<file path="config.mk">
export PLATFORM = sky130hd
export DESIGN_NAME = config_int_add_seg_gate
export DESIGN_NICKNAME = d
export VERILOG_FILES = /design/src/rtl/apx_add_pkg.sv /design/src/rtl/acc_int_add.sv /design/src/rtl/config_int_add_seg_gate.sv
export SDC_FILE = /design/constraint.sdc
export NUM_CORES = 1
export LEC_CHECK = 0
export BUFFER_PORTS_ARGS = -buffer_cell sky130_fd_sc_hd__buf_2
export CAP_MARGIN = 20
export CORE_MARGIN = 1.5
export CORE_UTILIZATION = 40
export DETAILED_ROUTE_END_ITERATION = 16
export GPL_TIMING_DRIVEN = 0
export PLACE_DENSITY = 0.61
export SYNTH_ARGS = -nofsm -noshare
export SYNTH_HDL_FRONTEND = slang
export SYNTH_HIERARCHICAL = 1
export SYNTH_SLANG_ARGS = --single-unit
export TNS_END_PERCENT = 100
</file>
<file path="constraint.sdc">
create_clock -name clk -period 2.8 [get_ports clk]
set_clock_uncertainty 0.05 [all_clocks]
set_input_delay 0.14 -clock clk [delete_from_list [all_inputs] [get_ports clk]]
set_output_delay 0.14 -clock clk [all_outputs]
set_load 0.03 [all_outputs]
</file>
<file path="src/rtl/apx_add_pkg.sv">
// rtl/apx_add_pkg.sv - shared FSM state, segment geometry and legality helpers for the segment-gated adder
package apx_add_pkg;

  typedef enum logic [1:0] {
    ST_RUN,
    ST_DRAIN,
    ST_APPLY
  } state_t;

  function automatic int num_segs(input int width, input int seg);
    return width / seg;
  endfunction

  function automatic int lvl_width(input int nsegs);
    return $clog2(nsegs + 1);
  endfunction

  function automatic bit seg_cfg_ok(input int width, input int seg);
    return (seg > 0) && (width % seg == 0);
  endfunction

endpackage

</file>
<file path="src/rtl/acc_int_add.sv">
// rtl/acc_int_add.sv - plain combinational integer adder, width set by parameter
module acc_int_add #(
  parameter int WIDTH = 32
) (
  input  logic [WIDTH-1:0] i_a,
  input  logic [WIDTH-1:0] i_b,
  output logic [WIDTH-1:0] o_sum
);

  assign o_sum = i_a + i_b;

endmodule

</file>
<file path="src/rtl/config_int_add_seg_gate.sv">
// rtl/config_int_add_seg_gate.sv - 2-stage adder with run-time low-segment operand hold via drain/apply handshake
// Optional feature macro CFG_ZERO_ON_GATE_EN: clear newly gated operand segments when a level is applied.
module config_int_add_seg_gate
  import apx_add_pkg::*;
#(
  parameter int DATA_PATH_BITWIDTH = 32,
  parameter int SEG_WIDTH          = 8,
  parameter int RESET_LVL          = 0,
  localparam int NUM_SEGS          = num_segs(DATA_PATH_BITWIDTH, SEG_WIDTH),
  localparam int LVL_W             = lvl_width(NUM_SEGS)
) (
  input  logic                          clk,
  input  logic                          rst,
  input  logic                          in_valid,
  output logic                          in_ready,
  input  logic [DATA_PATH_BITWIDTH-1:0] a,
  input  logic [DATA_PATH_BITWIDTH-1:0] b,
  output logic                          out_valid,
  input  logic                          out_ready,
  output logic [DATA_PATH_BITWIDTH-1:0] c,
  output logic                          c_cout,
  input  logic                          cfg_req,
  input  logic [LVL_W-1:0]              cfg_lvl,
  output logic                          cfg_ack,
  output logic [LVL_W-1:0]              cur_lvl
);

  if (!seg_cfg_ok(DATA_PATH_BITWIDTH, SEG_WIDTH)) begin : g_bad_seg
    $error("SEG_WIDTH must divide DATA_PATH_BITWIDTH");
  end
  if (RESET_LVL < 0 || RESET_LVL > NUM_SEGS) begin : g_bad_lvl
    $error("RESET_LVL out of range");
  end

  state_t                        r_state;
  state_t                        w_state_nxt;
  logic [LVL_W-1:0]              r_cur_lvl;
  logic [LVL_W-1:0]              r_pend_lvl;
  logic [LVL_W-1:0]              w_req_lvl;
  logic [DATA_PATH_BITWIDTH-1:0] r_a;
  logic [DATA_PATH_BITWIDTH-1:0] r_b;
  logic                          r_v1;
  logic [DATA_PATH_BITWIDTH-1:0] r_c;
  logic                          r_cout;
  logic                          r_v2;
  logic [DATA_PATH_BITWIDTH:0]   w_sum;
  logic                          w_adv1;
  logic                          w_adv2;
  logic                          w_in_ready;
  logic                          w_cfg_ack;
  logic                          w_accept;

  assign w_adv2   = !r_v2 || out_ready;
  assign w_adv1   = !r_v1 || w_adv2;
  assign w_accept = in_valid && w_in_ready;
  assign w_req_lvl = (cfg_lvl > LVL_W'(NUM_SEGS)) ? LVL_W'(NUM_SEGS) : cfg_lvl;

  always_comb begin
    w_state_nxt = r_state;
    w_in_ready  = 1'b0;
    w_cfg_ack   = 1'b0;
    case (r_state)
      ST_RUN: begin
        w_in_ready = w_adv1;
        if (cfg_req) w_state_nxt = ST_DRAIN;
      end
      ST_DRAIN: begin
        if (!r_v1 && !r_v2) w_state_nxt = ST_APPLY;
      end
      ST_APPLY: begin
        w_cfg_ack   = 1'b1;
        w_state_nxt = ST_RUN;
      end
      default: w_state_nxt = ST_RUN;
    endcase
  end

  always_ff @(posedge clk) begin
    if (rst) begin
      r_state    <= ST_RUN;
      r_cur_lvl  <= LVL_W'(RESET_LVL);
      r_pend_lvl <= '0;
    end else begin
      r_state <= w_state_nxt;
      if (r_state == ST_RUN && cfg_req) r_pend_lvl <= w_req_lvl;
      if (r_state == ST_APPLY) r_cur_lvl <= r_pend_lvl;
    end
  end

  // Thermometer decode of cur_lvl: only segments at or above the level load on accept.
  always_ff @(posedge clk) begin
    if (rst) begin
      r_a  <= '0;
      r_b  <= '0;
      r_v1 <= 1'b0;
    end else begin
      for (int k = 0; k < NUM_SEGS; k++) begin
        if (w_accept && (LVL_W'(k) >= r_cur_lvl)) begin
          r_a[k*SEG_WIDTH +: SEG_WIDTH] <= a[k*SEG_WIDTH +: SEG_WIDTH];
          r_b[k*SEG_WIDTH +: SEG_WIDTH] <= b[k*SEG_WIDTH +: SEG_WIDTH];
        end
`ifdef CFG_ZERO_ON_GATE_EN
        else if (r_state == ST_APPLY && (LVL_W'(k) < r_pend_lvl)) begin
          r_a[k*SEG_WIDTH +: SEG_WIDTH] <= '0;
          r_b[k*SEG_WIDTH +: SEG_WIDTH] <= '0;
        end
`endif
      end
      if (w_adv1) r_v1 <= w_accept;
    end
  end

  acc_int_add #(
    .WIDTH(DATA_PATH_BITWIDTH + 1)
  ) u_add (
    .i_a  ({1'b0, r_a}),
    .i_b  ({1'b0, r_b}),
    .o_sum(w_sum)
  );

  always_ff @(posedge clk) begin
    if (rst) begin
      r_c    <= '0;
      r_cout <= 1'b0;
      r_v2   <= 1'b0;
    end else if (w_adv2) begin
      {r_cout, r_c} <= w_sum;
      r_v2          <= r_v1;
    end
  end

  assign in_ready  = w_in_ready;
  assign out_valid = r_v2;
  assign c         = r_c;
  assign c_cout    = r_cout;
  assign cfg_ack   = w_cfg_ack;
  assign cur_lvl   = r_cur_lvl;

endmodule

</file>
==> results of run 1 <==
[cells by family (layout without fill, tap and decap cells)]
group                    Yosys count  count (layout)  synth area share, %
buffers and inverters             61             229                4.538
other                              1               2              0.06018
multiplexers                      35              35                5.643
adder cells (fa/ha/maj)           33              33                6.747
AO/OA/AOI/OAI                    215             215                21.29
XOR/XNOR                          25              25                3.514
flip-flops                       107             107                34.38
AND/OR/NAND/NOR                  281             281                23.84
[stage by stage]
| step | utilization (%) | std cells |
|---|---|---|
| CTS | 51.18 | 1113 |
| global route | 51.70 | 1115 |
| floorplan | - | 759 |
| detailed placement | 46.15 | 1056 |
| global placement | 46.15 | 1056 |
| finish | 51.70 | 1115 |
[sequential cells by signal, summed over array words and instances (netlist names)]
signal,count
c_cout,1
c,32
cur_lvl,3
r_pend_lvl,3
r_a,32
out_valid,1
r_state,2
r_v1,1
r_b,32
[layer usage]
metal / GRT usage (%) / wire [um] / up-vias
met5: 0 / 0 / -
met4: 5.552 / 244 / 0
met3: 3.631 / 803 / 18
met2: 35.07 / 7958 / 153
met1: 29.91 / 8637 / 2706
li1: - / - / 3038
[cells in the mapped netlist, types with 6 or more instances]
cell type / number / share of area [%]
nand3_1: 21 / 1.7
nand4b_1: 17 / 2.4
clkbuf_1: 43 / 2.6
a21o_1: 11 / 1.3
xnor2_1: 14 / 2.0
nor2_1: 28 / 1.7
o31ai_1: 16 / 1.9
nor3_1: 13 / 1.0
o211a_1: 6 / 0.96
dfxtp_1: 107 / 34
o21ai_0: 36 / 2.9
nand2_1: 99 / 6.0
mux2i_1: 34 / 5.5
a21oi_1: 107 / 8.6
inv_1: 7 / 0.42
xor2_1: 11 / 1.5
nand2b_1: 70 / 7.0
buf_6: 6 / 1.1
ha_1: 32 / 6.4
[area by class of cell]
cell class / instances / area (um2) / share of cell area (%)
Sequential cell: 107 / 2143 / 27.27
Inverter: 7 / 26.28 / 0.3343
Clock inverter: 6 / 87.58 / 1.114
Tap cell: 188 / 235.2 / 2.993
Timing Repair Buffer: 153 / 978.4 / 12.45
Buffer: 53 / 252.7 / 3.216
Multi-Input combinational cell: 591 / 3897 / 49.59
Clock buffer: 10 / 239.0 / 3.040
[power breakdown]
part           total [uW]  leakage (uW)  internal, uW  switching (uW)
Sequential           1720      0.000878          1650            75.9
Combinational        1010       0.00239           416             596
Clock                1380      0.000163           810             574
[worst max-delay path by stage]
stage	cells after the start	slack, ns	to
final	10	0.05	c[29]$_SDFFE_PP0P_
after global routing	10	-0.01	c[22]$_SDFFE_PP0P_
after CTS	10	0.002	c[22]$_SDFFE_PP0P_
after detailed placement	10	-0.28	c[22]$_SDFFE_PP0P_
after global placement	10	-0.27	c[22]$_SDFFE_PP0P_
after floorplan	10	0.25	c[22]$_SDFFE_PP0P_
[worst max-delay path: cells and delay by family (launching register included)]
family,cells,cell delay [ns]
compound gates,5,1.05
fa+ha+maj,1,0.31
buf+inv,1,0.14
flops,1,0.33
simple gates,3,0.72
[what timing repair did]
action | CTS | global route
hold endpoints to repair | 41 | 0
gates resized for setup | 6 | 14
endpoints found under the setup margin | 13 | 11
pin swaps | 1 | 6
buffers inserted | 0 | 3
hold buffers | 41 | 0
==> key figures, run 1 <==
Final layout
  • Nets: just over 1000
  • Area Growth Syn to Fin: 26.14%
  • Leading cell type in the layout, fill and taps excluded: buf_2
  • Fin area: roughly 7900 um2
  • Layout cells sized above 1: ~18%
  • # diodes: 0
  • Fill cells: 1488
  • Commonest non-fill, non-tap cells in the layout: buf_2 (112), a21oi_1 (106), dfxtp_1 (106)

Pwr
  • Total power: roughly 4100 uW
  • Peak VDD IR: slightly below 0.3 mV
  • P_leak: approximately 0.0034 uW
  • PwrDens: 524.1 nW/um2

Placed design
  • Routability cong.: approximately 0.94
  • Pre-CTS setup slack: -0.2776 ns
  • Port Buffer Count: ~110
  • Placed Area: 7015 um2
  • Dpl hpwl: around 13 mm

Synthesis
  • Library cells used by synthesis: 65
  • Synth Instances: 758
  • #FFs+latches synth: 107
  • Asr flop ratio synth: 0%
  • Primary FF master, synth: dfxtp_1
  • Cell Area, Synth: between 6000 and 7000 um2
  • Mean Syn Cell Area: between 8 and 9 um2
  • Seq/Total Area, Yosys: around a third
  • Post-synth EDFFs: 0
  • Yosys Warn Count: 6

Floorplanning
  • Die width: 127.8 um
  • Core region area: roughly 15000 um2
  • I/O pin cnt: 111
  • Site Rows: 45
  • Initial Util: about two fifths
  • Die Area: 16340 um2
  • Die extent in y: between 100 and 150 um

Timing
  • Final hold violation count: 0
  • Fin. max-slew vios: 0
  • Slew headroom: approximately two fifths
  • Setup TNS: 0 ns
  • Fmax: 0.3632 GHz
  • Setup ws final: about 0.047 ns
  • Hold WS: around 0.0098 ns
  • Period utilisation layout: a little over nine tenths
  • Setup violators final: 0
  • Worst-Margin Slew: 0.8776 ns
  • Tmin final: between 2 and 3 ns

Detailed routing
  • Via count: between 5000 and 6000
  • DR iter-0 viols: 322
  • # DRC: 0
  • Avg Vias per Cell: ~5.3
  • Router iterations before antenna repair: 5
  • Wire per inst: roughly 16 um
  • Total wire length: ~18 mm
  • Antenna viol nets, final: 0

Worst setup path
  • Max FO, Critical Path: 7
  • Arr. time, crit path: between 2 and 3 ns
  • Reg2reg end: c[29]$_SDFFE_PP0P_
  • Slowest cell on crit path: or4_1
  • Critical path's largest stage delay: 0.46 ns
  • R2r setup slk: roughly 0.047 ns
  • Worst Setup SP: r_a[10]$_SDFFE_PP0P_
  • Critical Path RT: 2.97 ns
  • Ordered list of cells on the worst path: ha_1 > buf_6 > a21oi_2 > o21ai_1 > a22o_1 > o311a_4 > or4_1 > and4_1 > nand2_1 > a21oi_1
  • R2R cell count: 10
  • CP Class: reg2reg
  • R2r startpoint: r_a[10]$_SDFFE_PP0P_
  • CP endpoint kind: register
  • Worst setup SP type: register

GRT
  • Grt total ovfl: 0
  • Number of global-route vias before repair: between 5000 and 6000
  • First-pass GRT wire length: 27.86 mm
  • Pin count of the biggest net entering global routing: 18
  • Initial antenna violation count: 0
  • Total GRT Usage: a little over a fifth

Clock tree
  • Skew-Pair Late Insertion Delay: ~0.36 ns
  • TritonCTS clock tree: built
  • CTS Buffer Depth: 2
  • Clock sinks: approximately 110
  • Root Driver: clkbuf_16
  • H-tree Lvls: 3
  • CTS Buf Count: 9
  • Clock transition at path regs: about 0.07 ns

Worst hold path
  • Hold path start: cfg_lvl[1]
  • Hold Crit Class: in2reg
  • Hold endpoint: r_pend_lvl[1]$_SDFFE_PP0P_
  • Hold path depth: 3

Status
  • Status: finished clean

Run
  • # Max-Cap Violations: 0
Note: power is estimated with default switching activity, not from simulation.
==> inputs of run 2 (changes only) <==
- CTS_BUF_LIST: default -> sky130_fd_sc_hd__clkbuf_2 sky130_fd_sc_hd__clkbuf_4 sky130_fd_sc_hd__clkbuf_8
==> run 2 against run 1 <==
  * Sequential share of layout area shrank 0.62 points
  * Design area is 2.4% higher
  * Sequential cell count unchanged
  * Via count is 2.6% higher
  * Combinational power hardly changed
  * Register-to-register slack is essentially flat
  * Critical path depth unchanged
  * Worst setup slack lost 0.0071 ns
  * Utilization up 1.2 points
  * Hold slack better by 0.17 ns
  * Total power is 6.9% lower
  * Critical path type unchanged
  * Highest routed layer unchanged
==> key figures, run 2 (same netlist as run 1, synthesis figures left out) <==
Worst setup path
  • R2R cell count: 10 (unchanged)
  • Worst setup SP type: register (unchanged)
  • Critical path's largest stage delay: 0.46 ns (about the same)
  • CP endpoint kind: register (unchanged)
  • Critical path depth: 10 (unchanged)
  • CP Class: reg2reg (unchanged)
  • Cell family with most CP delay: compound AO/OA/AOI/OAI gates (unchanged)
  • Arr. time, crit path: 2.97 ns (was 2.92 ns)
  • R2r setup slk: 0.04 ns (was 0.05 ns)
  • Slowest cell on crit path: or4_1 (unchanged)
  • Ordered list of cells on the worst path: ha_1 > buf_6 > a21oi_2 > o21ai_1 > a22o_1 > o311a_4 > or4_1 > and4_1 > nand2_1 > a21oi_1 (unchanged)
  • Critical Path RT: 3.01 ns (was 2.97 ns)
  • CP endpoint: c[29]$_SDFFE_PP0P_ (unchanged)
  • R2r startpoint: r_a[10]$_SDFFE_PP0P_ (unchanged)
  • Worst Setup SP: r_a[10]$_SDFFE_PP0P_ (unchanged)
  • CP bufs+invs: 1 (unchanged)
  • Reg2reg end: c[29]$_SDFFE_PP0P_ (unchanged)
  • Max FO, Critical Path: 7 (unchanged)

GRT
  • Grt total ovfl: 0 (unchanged)
  • Initial antenna violation count: 1 (was 0)
  • First-pass GRT wire length: 28.64 mm (was 27.86 mm)
  • Total GRT Usage: 22.38% (was 21.64%)
  • Number of global-route vias before repair: 5676 (was 5493)
  • Pin count of the biggest net entering global routing: 18 (unchanged)

Clock tree
  • CTS Buf Count: 9 (unchanged)
  • H-tree Lvls: 3 (unchanged)
  • TritonCTS clock tree: built (unchanged)
  • Root Driver: clkbuf_8 (was clkbuf_16)
  • Clock transition at path regs: 0.10 ns (was 0.07 ns)
  • Clock sinks: 107 (unchanged)
  • CTS Buffer Depth: 2 (unchanged)
  • Skew-Pair Late Insertion Delay: 0.40 ns (was 0.36 ns)

Floorplanning
  • Die width: 127.8 um (unchanged)
  • Die extent in y: 127.8 um (unchanged)
  • Core region area: 15200 um2 (unchanged)
  • Site Rows: 45 (unchanged)
  • Initial Util: 40.99% (unchanged)
  • I/O pin cnt: 111 (unchanged)
  • Die Area: 16340 um2 (unchanged)

Timing
  • Setup TNS: 0 ns (unchanged)
  • Tmin final: 2.760 ns (was 2.753 ns)
  • Setup ws final: 0.03982 ns (was 0.04691 ns)
  • Hold WS: 0.1807 ns (was 0.009763 ns)
  • Final hold violation count: 0 (unchanged)
  • Worst-Margin Slew: 0.8818 ns (was 0.8776 ns)
  • Fmax: 0.3623 GHz (was 0.3632 GHz)
  • Slew headroom: 40.39% (was 40.67%)
  • Period utilisation layout: 98.58% (was 98.32%)
  • Fin. max-slew vios: 0 (unchanged)
  • RSZ-0062 raised after global routing: yes
  • Setup violators final: 0 (unchanged)

Pwr
  • Total power: 3836 uW (was 4120 uW)
  • P_leak: 0.003500 uW (was 0.003426 uW)
  • Peak VDD IR: 0.3336 mV (was 0.2938 mV)
  • PwrDens: 476.7 nW/um2 (was 524.1 nW/um2)

Detailed routing
  • DR iter-0 viols: 302 (was 322)
  • Wire per inst: 15.78 um (was 15.82 um)
  • Router iterations before antenna repair: 5 (unchanged)
  • # DRC: 0 (unchanged)
  • Avg Vias per Cell: 5.301 (was 5.305)
  • Total wire length: 18.07 mm (was 17.64 mm)
  • Antenna viol nets, final: 0 (unchanged)
  • Via count: 6070 (was 5915)

Final layout
  • Nets: 1056 (was 1027)
  • Area Growth Syn to Fin: 29.14% (was 26.14%)
  • Leading cell type in the layout, fill and taps excluded: buf_2 (unchanged)
  • Layout cells sized above 1: 17.99% (was 18.34%)
  • Commonest non-fill, non-tap cells in the layout: buf_2 (112), a21oi_1 (106), dfxtp_1 (105) (was buf_2 (112), a21oi_1 (106), dfxtp_1 (106))

Run
  • # Max-Cap Violations: 0 (unchanged)

Placed design
  • Port Buffer Count: 109 (unchanged)
  • Routability cong.: 0.9439 (unchanged)
  • Pre-CTS setup slack: -0.2776 ns (unchanged)
  • Dpl hpwl: 13.25 mm (unchanged)

Worst hold path
  • Hold Crit Class: in2reg (unchanged)

Status
  • Status: finished clean (unchanged)
## run 2: cell types whose count changed in the layout (fill, tap and decap cells not counted), sizes merged
cell / before / now
dlygate4sd3: 41 / 69
buf: 122 / 123
diode: 0 / 1
## run 2: metrics by stage
| step | std cells | instance area, um2 | util (%) |
|---|---|---|---|
| finish | 1145 | 8046 | 52.93 |
| floorplan | 759 | 6235 | - |
| detailed placement | 1056 | 7015 | 46.15 |
| global placement | 1056 | 7015 | 46.15 |
| CTS | 1141 | 7961 | 52.37 |
| global route | 1145 | 8046 | 52.93 |
## run 2: worst register-to-register path, delay by kind of cell, from the launching register on
family	cells	cell delay (ns)
AND/OR/NAND/NOR	3	0.73
flip-flops	1	0.34
AO/OA/AOI/OAI	5	1.04
buffers and inverters	1	0.14
adder cells (fa/ha/maj)	1	0.31
## run 2: per-layer routing
layer,up-vias,global-route usage (%),wire length [um]
met5,-,0,0
met4,0,6.742,417
met3,37,4.758,1044
met2,176,36.12,8163
met1,2767,30.05,8448
li1,3090,-,-
## run 2: timing repair
| action | 4_1_cts | 5_1_grt |
|---|---|---|
| hold endpoints to repair | 69 | 0 |
| buffers inserted | 0 | 4 |
| resized for setup | 7 | 14 |
| hold buffers | 69 | 0 |
| pin swaps | 1 | 8 |
| setup endpoints to repair | 13 | 10 |
## run 2: worst min path at each step
stage                     startpoint              endpoint  depth (start not counted)
final                            rst   r_b[7]$_SDFFE_PP0P_                          3
after global placement         a[27]  r_a[27]$_SDFFE_PP0P_                          3
after floorplan             in_valid     r_v1$_SDFFE_PP0N_                          2
after global routing             rst   r_a[3]$_SDFFE_PP0P_                          3
after CTS                        rst  r_b[23]$_SDFFE_PP0P_                          3
after detailed placement       a[28]  r_a[28]$_SDFFE_PP0P_                          3
## run 2: layout make-up
cell class | instances | area, um2
antenna | 1 | 2.502
buffer | 53 | 252.7
clock buffer | 10 | 137.6
clock inverter | 6 | 87.58
fill | 1468 | 7156
inverter | 7 | 26.28
multi-input combinational | 591 | 3894
sequential | 107 | 2145
tap | 188 | 235.2
timing repair buffer | 182 | 1266
## run 2: where the power goes
part / leakage [uW] / switching [uW] / internal [uW]
registers: 0.000878 / 76.4 / 1650
logic: 0.00250 / 601 / 440
clock network: 0.000117 / 541 / 530
==> inputs of run 3 (changes only) <==
- PLACE_DENSITY: 0.61 -> 0.62
- SYNTH_HIERARCHICAL: 1 -> default
==> run 3 against run 2 <==
  * Total power is 5.7% lower
  * Clock power shrank 6%
  * Non-clock buffer count is 15 lower
  * Worst setup slack better by 0.16 ns
  * Largest cell class unchanged
  * Global-route usage fell by 0.32 points
  * Critical path depth down 1
  * Routed wire length is 11% lower
==> key figures, run 3 <==
Status
  • Status: finished clean (unchanged)

Placed design
  • Routability cong.: 0.9448 (was 0.9439)
  • Dpl hpwl: 11.80 mm (was 13.25 mm)
  • Pre-CTS setup slack: 0.01294 ns (was -0.2776 ns)
  • Port Buffer Count: 109 (unchanged)

Pwr
  • Peak VDD IR: 0.2651 mV (was 0.3336 mV)
  • Total power: 3616 uW (was 3836 uW)
  • PwrDens: 496.9 nW/um2 (was 476.7 nW/um2)
  • P_leak: 0.003198 uW (was 0.003500 uW)

Worst setup path
  • Worst setup SP type: register (unchanged)
  • Slowest cell on crit path: fa_1 (was or4_1)
  • Arr. time, crit path: 2.81 ns (was 2.97 ns)
  • Critical path's largest stage delay: 0.44 ns (was 0.46 ns)
  • Max FO, Critical Path: 3 (was 7)
  • CP Class: reg2reg (unchanged)
  • CP endpoint kind: register (unchanged)
  • Ordered list of cells on the worst path: ha_1 > fa_1 > a211oi_2 > o21ai_1 > a21oi_1 > o311a_1 > o31ai_1 > xnor2_1 > o21ai_0 (was ha_1 > buf_6 > a21oi_2 > o21ai_1 > a22o_1 > o311a_4 > or4_1 > and4_1 > nand2_1 > a21oi_1)
  • Critical Path RT: 3.01 ns (about the same)

GRT
  • First-pass GRT wire length: 25.21 mm (was 28.64 mm)
  • Initial antenna violation count: 0 (was 1)
  • Grt total ovfl: 0 (unchanged)
  • Pin count of the biggest net entering global routing: 19 (was 18)
  • Total GRT Usage: 22.06% (was 22.38%)
  • Number of global-route vias before repair: 5064 (was 5676)

Detailed routing
  • Total wire length: 16.14 mm (was 18.07 mm)
  • Via count: 5521 (was 6070)
  • Avg Vias per Cell: 5.005 (was 5.301)
  • # DRC: 0 (unchanged)
  • DR iter-0 viols: 362 (was 302)
  • Wire per inst: 14.63 um (was 15.78 um)
  • Router iterations before antenna repair: 4 (was 5)
  • Antenna viol nets, final: 0 (unchanged)

Synthesis
  • Yosys Warn Count: 0 (was 6)
  • Area share of the largest cell type after synthesis: 38.27% (was 34.38%)
  • #FFs+latches synth: 107 (unchanged)
  • Cell Area, Synth: 5598 um2 (was 6231 um2)
  • Most common cell in the synthesized netlist: nand2_1
  • Syn Nets: ~840
  • Primary FF master, synth: dfxtp_1 (unchanged)
  • Largest cells by area after synthesis: dfxtp_1 (38%), nand2_1 (13%), a21oi_1 (9.8%), ha_1 (7.2%), nor2_1 (2.3%) (was dfxtp_1 (34%), a21oi_1 (8.6%), nand2b_1 (7.0%), ha_1 (6.4%), nand2_1 (6.0%))
  • Synth Instances: 730 (was 758)
  • Mean Syn Cell Area: 7.668 um2 (was 8.220 um2)
  • Post-synth EDFFs: 0 (unchanged)
  • Asr flop ratio synth: 0% (unchanged)
  • Library cells used by synthesis: 64 (was 65)
  • Cell taking the most area after synthesis: dfxtp_1 (unchanged)
  • Synth cell count leaders: nand2_1 (197), a21oi_1 (110), dfxtp_1 (107) (was a21oi_1 (107), dfxtp_1 (107), nand2_1 (99))
  • Seq/Total Area, Yosys: 38.27% (was 34.38%)

Floorplanning
  • Initial Util: 40.64% (was 40.99%)
  • Die extent in y: 121.3 um (was 127.8 um)
  • Site Rows: 43 (was 45)
  • I/O pin cnt: 111 (unchanged)
  • Core region area: 13770 um2 (was 15200 um2)
  • Die Area: 14710 um2 (was 16340 um2)
  • Die width: 121.3 um (was 127.8 um)

Final layout
  • Leading cell type in the layout, fill and taps excluded: nand2_1 (was buf_2)
  • Nets: 1023 (was 1056)
  • Commonest non-fill, non-tap cells in the layout: nand2_1 (197), buf_2 (116), a21oi_1 (110) (was buf_2 (112), a21oi_1 (106), dfxtp_1 (105))
  • # diodes: 0 (was 1)
  • Layout cells sized above 1: 16.25% (was 17.99%)
  • Area Growth Syn to Fin: 30.00% (was 29.14%)

Clock tree
  • Clock transition at path regs: 0.11 ns (was 0.10 ns)
  • Clock sinks: 107 (unchanged)
  • H-tree Lvls: 3 (unchanged)
  • Skew-Pair Late Insertion Delay: 0.39 ns (was 0.40 ns)
  • CTS Buffer Depth: 2 (unchanged)
  • CTS Buf Count: 9 (unchanged)
  • TritonCTS clock tree: built (unchanged)
  • Root Driver: clkbuf_8 (unchanged)

Timing
  • Fmax: 0.3848 GHz (was 0.3623 GHz)
  • Worst-Margin Slew: 0.6954 ns (was 0.8818 ns)
  • Final hold violation count: 0 (unchanged)
  • Setup ws final: 0.2011 ns (was 0.03982 ns)
  • Slew headroom: 53.64% (was 40.39%)
  • RSZ-0062 raised after global routing: no (was yes)
  • Setup TNS: 0 ns (unchanged)
  • Period utilisation layout: 92.82% (was 98.58%)
  • Hold WS: 0.02210 ns (was 0.1807 ns)
  • Setup violators final: 0 (unchanged)
  • Fin. max-slew vios: 0 (unchanged)
  • Tmin final: 2.599 ns (was 2.760 ns)

Worst hold path
  • Hold Crit Class: in2reg (unchanged)

Run
  • # Max-Cap Violations: 0 (unchanged)
==> run 3: changes by cell type after synthesis, sizes merged, moves of 11 or more <==
cell / before / now
o31ai: 16 / 1
o21ai: 38 / 26
mux2i: 34 / 5
nand2b: 70 / 3
clkbuf: 44 / 33
nand4b: 17 / 1
nand2: 99 / 197
==> run 3: worst paths after layout <==
path	from	to	slack (ns)	depth (start not counted)
min reg2reg	c[21]$_SDFFE_PP0P_	c[21]$_SDFFE_PP0P_	0.40	2
min	cfg_req	r_state[0]$_SDFFE_PP0P_	0.02	3
max reg2reg	r_a[0]$_SDFFE_PP0P_	c[30]$_SDFFE_PP0P_	0.20	9
max	r_a[0]$_SDFFE_PP0P_	c[30]$_SDFFE_PP0P_	0.20	9
==> run 3: cell type report <==
| cell class | count | area [um2] |
|---|---|---|
| Tap cell | 180 | 225.2 |
| Sequential cell | 107 | 2142 |
| Clock inverter | 6 | 71.32 |
| Fill cell | 1420 | 6496 |
| Multi-Input combinational cell | 568 | 3237 |
| Timing Repair Buffer | 177 | 1226 |
| Clock buffer | 10 | 137.6 |
| Inverter | 12 | 45.04 |
| Buffer | 43 | 192.7 |
==> run 3: what timing repair did <==
item | in CTS | in global routing
hold endpoints to repair | 68 | 0
gates resized for setup | 1 | 3
buffers inserted | 0 | 0
pin swaps | 0 | 0
hold buffers | 68 | 0
endpoints found under the setup margin | 2 | 10
==> run 3: where the power goes <==
group          leakage [uW]  switching [uW]  internal (uW)
logic               0.00222             534            346
registers          0.000877            79.8           1640
clock network     0.0000995             566            446
total               0.00320            1180           2440
==> run 3: stage by stage <==
| stage | std cells | instance area (um2) | util, % |
|---|---|---|---|
| finish | 1103 | 7277 | 52.83 |
| global route | 1103 | 7277 | 52.83 |
| CTS | 1103 | 7264 | 52.74 |
| detailed placement | 1019 | 6369 | 46.24 |
| global placement | 1019 | 6369 | 46.24 |
| floorplan | 730 | 5598 | - |
==> run 3: cell families after synthesis <==
kind of cell / after synthesis / share of synthesized area [%]
XOR/XNOR: 23 / 3.599
flip-flops: 107 / 38.27
AO/OA/AOI/OAI: 202 / 21.79
adder cells (fa/ha/maj): 33 / 7.510
AND/OR/NAND/NOR: 305 / 23.69
buffers and inverters: 55 / 4.247
multiplexers: 5 / 0.8941
==> run 3: metal layers <==
metal	global-route usage, %	vias to the layer above	wire length, um
met5	0	-	0
met4	9.412	0	443
met3	2.961	29	648
met2	34.43	113	7224
met1	30.47	2470	7826
li1	-	2909	-
==> run 3: worst max-delay path: cells and delay by family, from the launching register on <==
family | cells | cell delay, ns
flops | 1 | 0.34
xor+xnor | 1 | 0.19
compound gates | 6 | 1.24
fa+ha+maj | 2 | 0.66
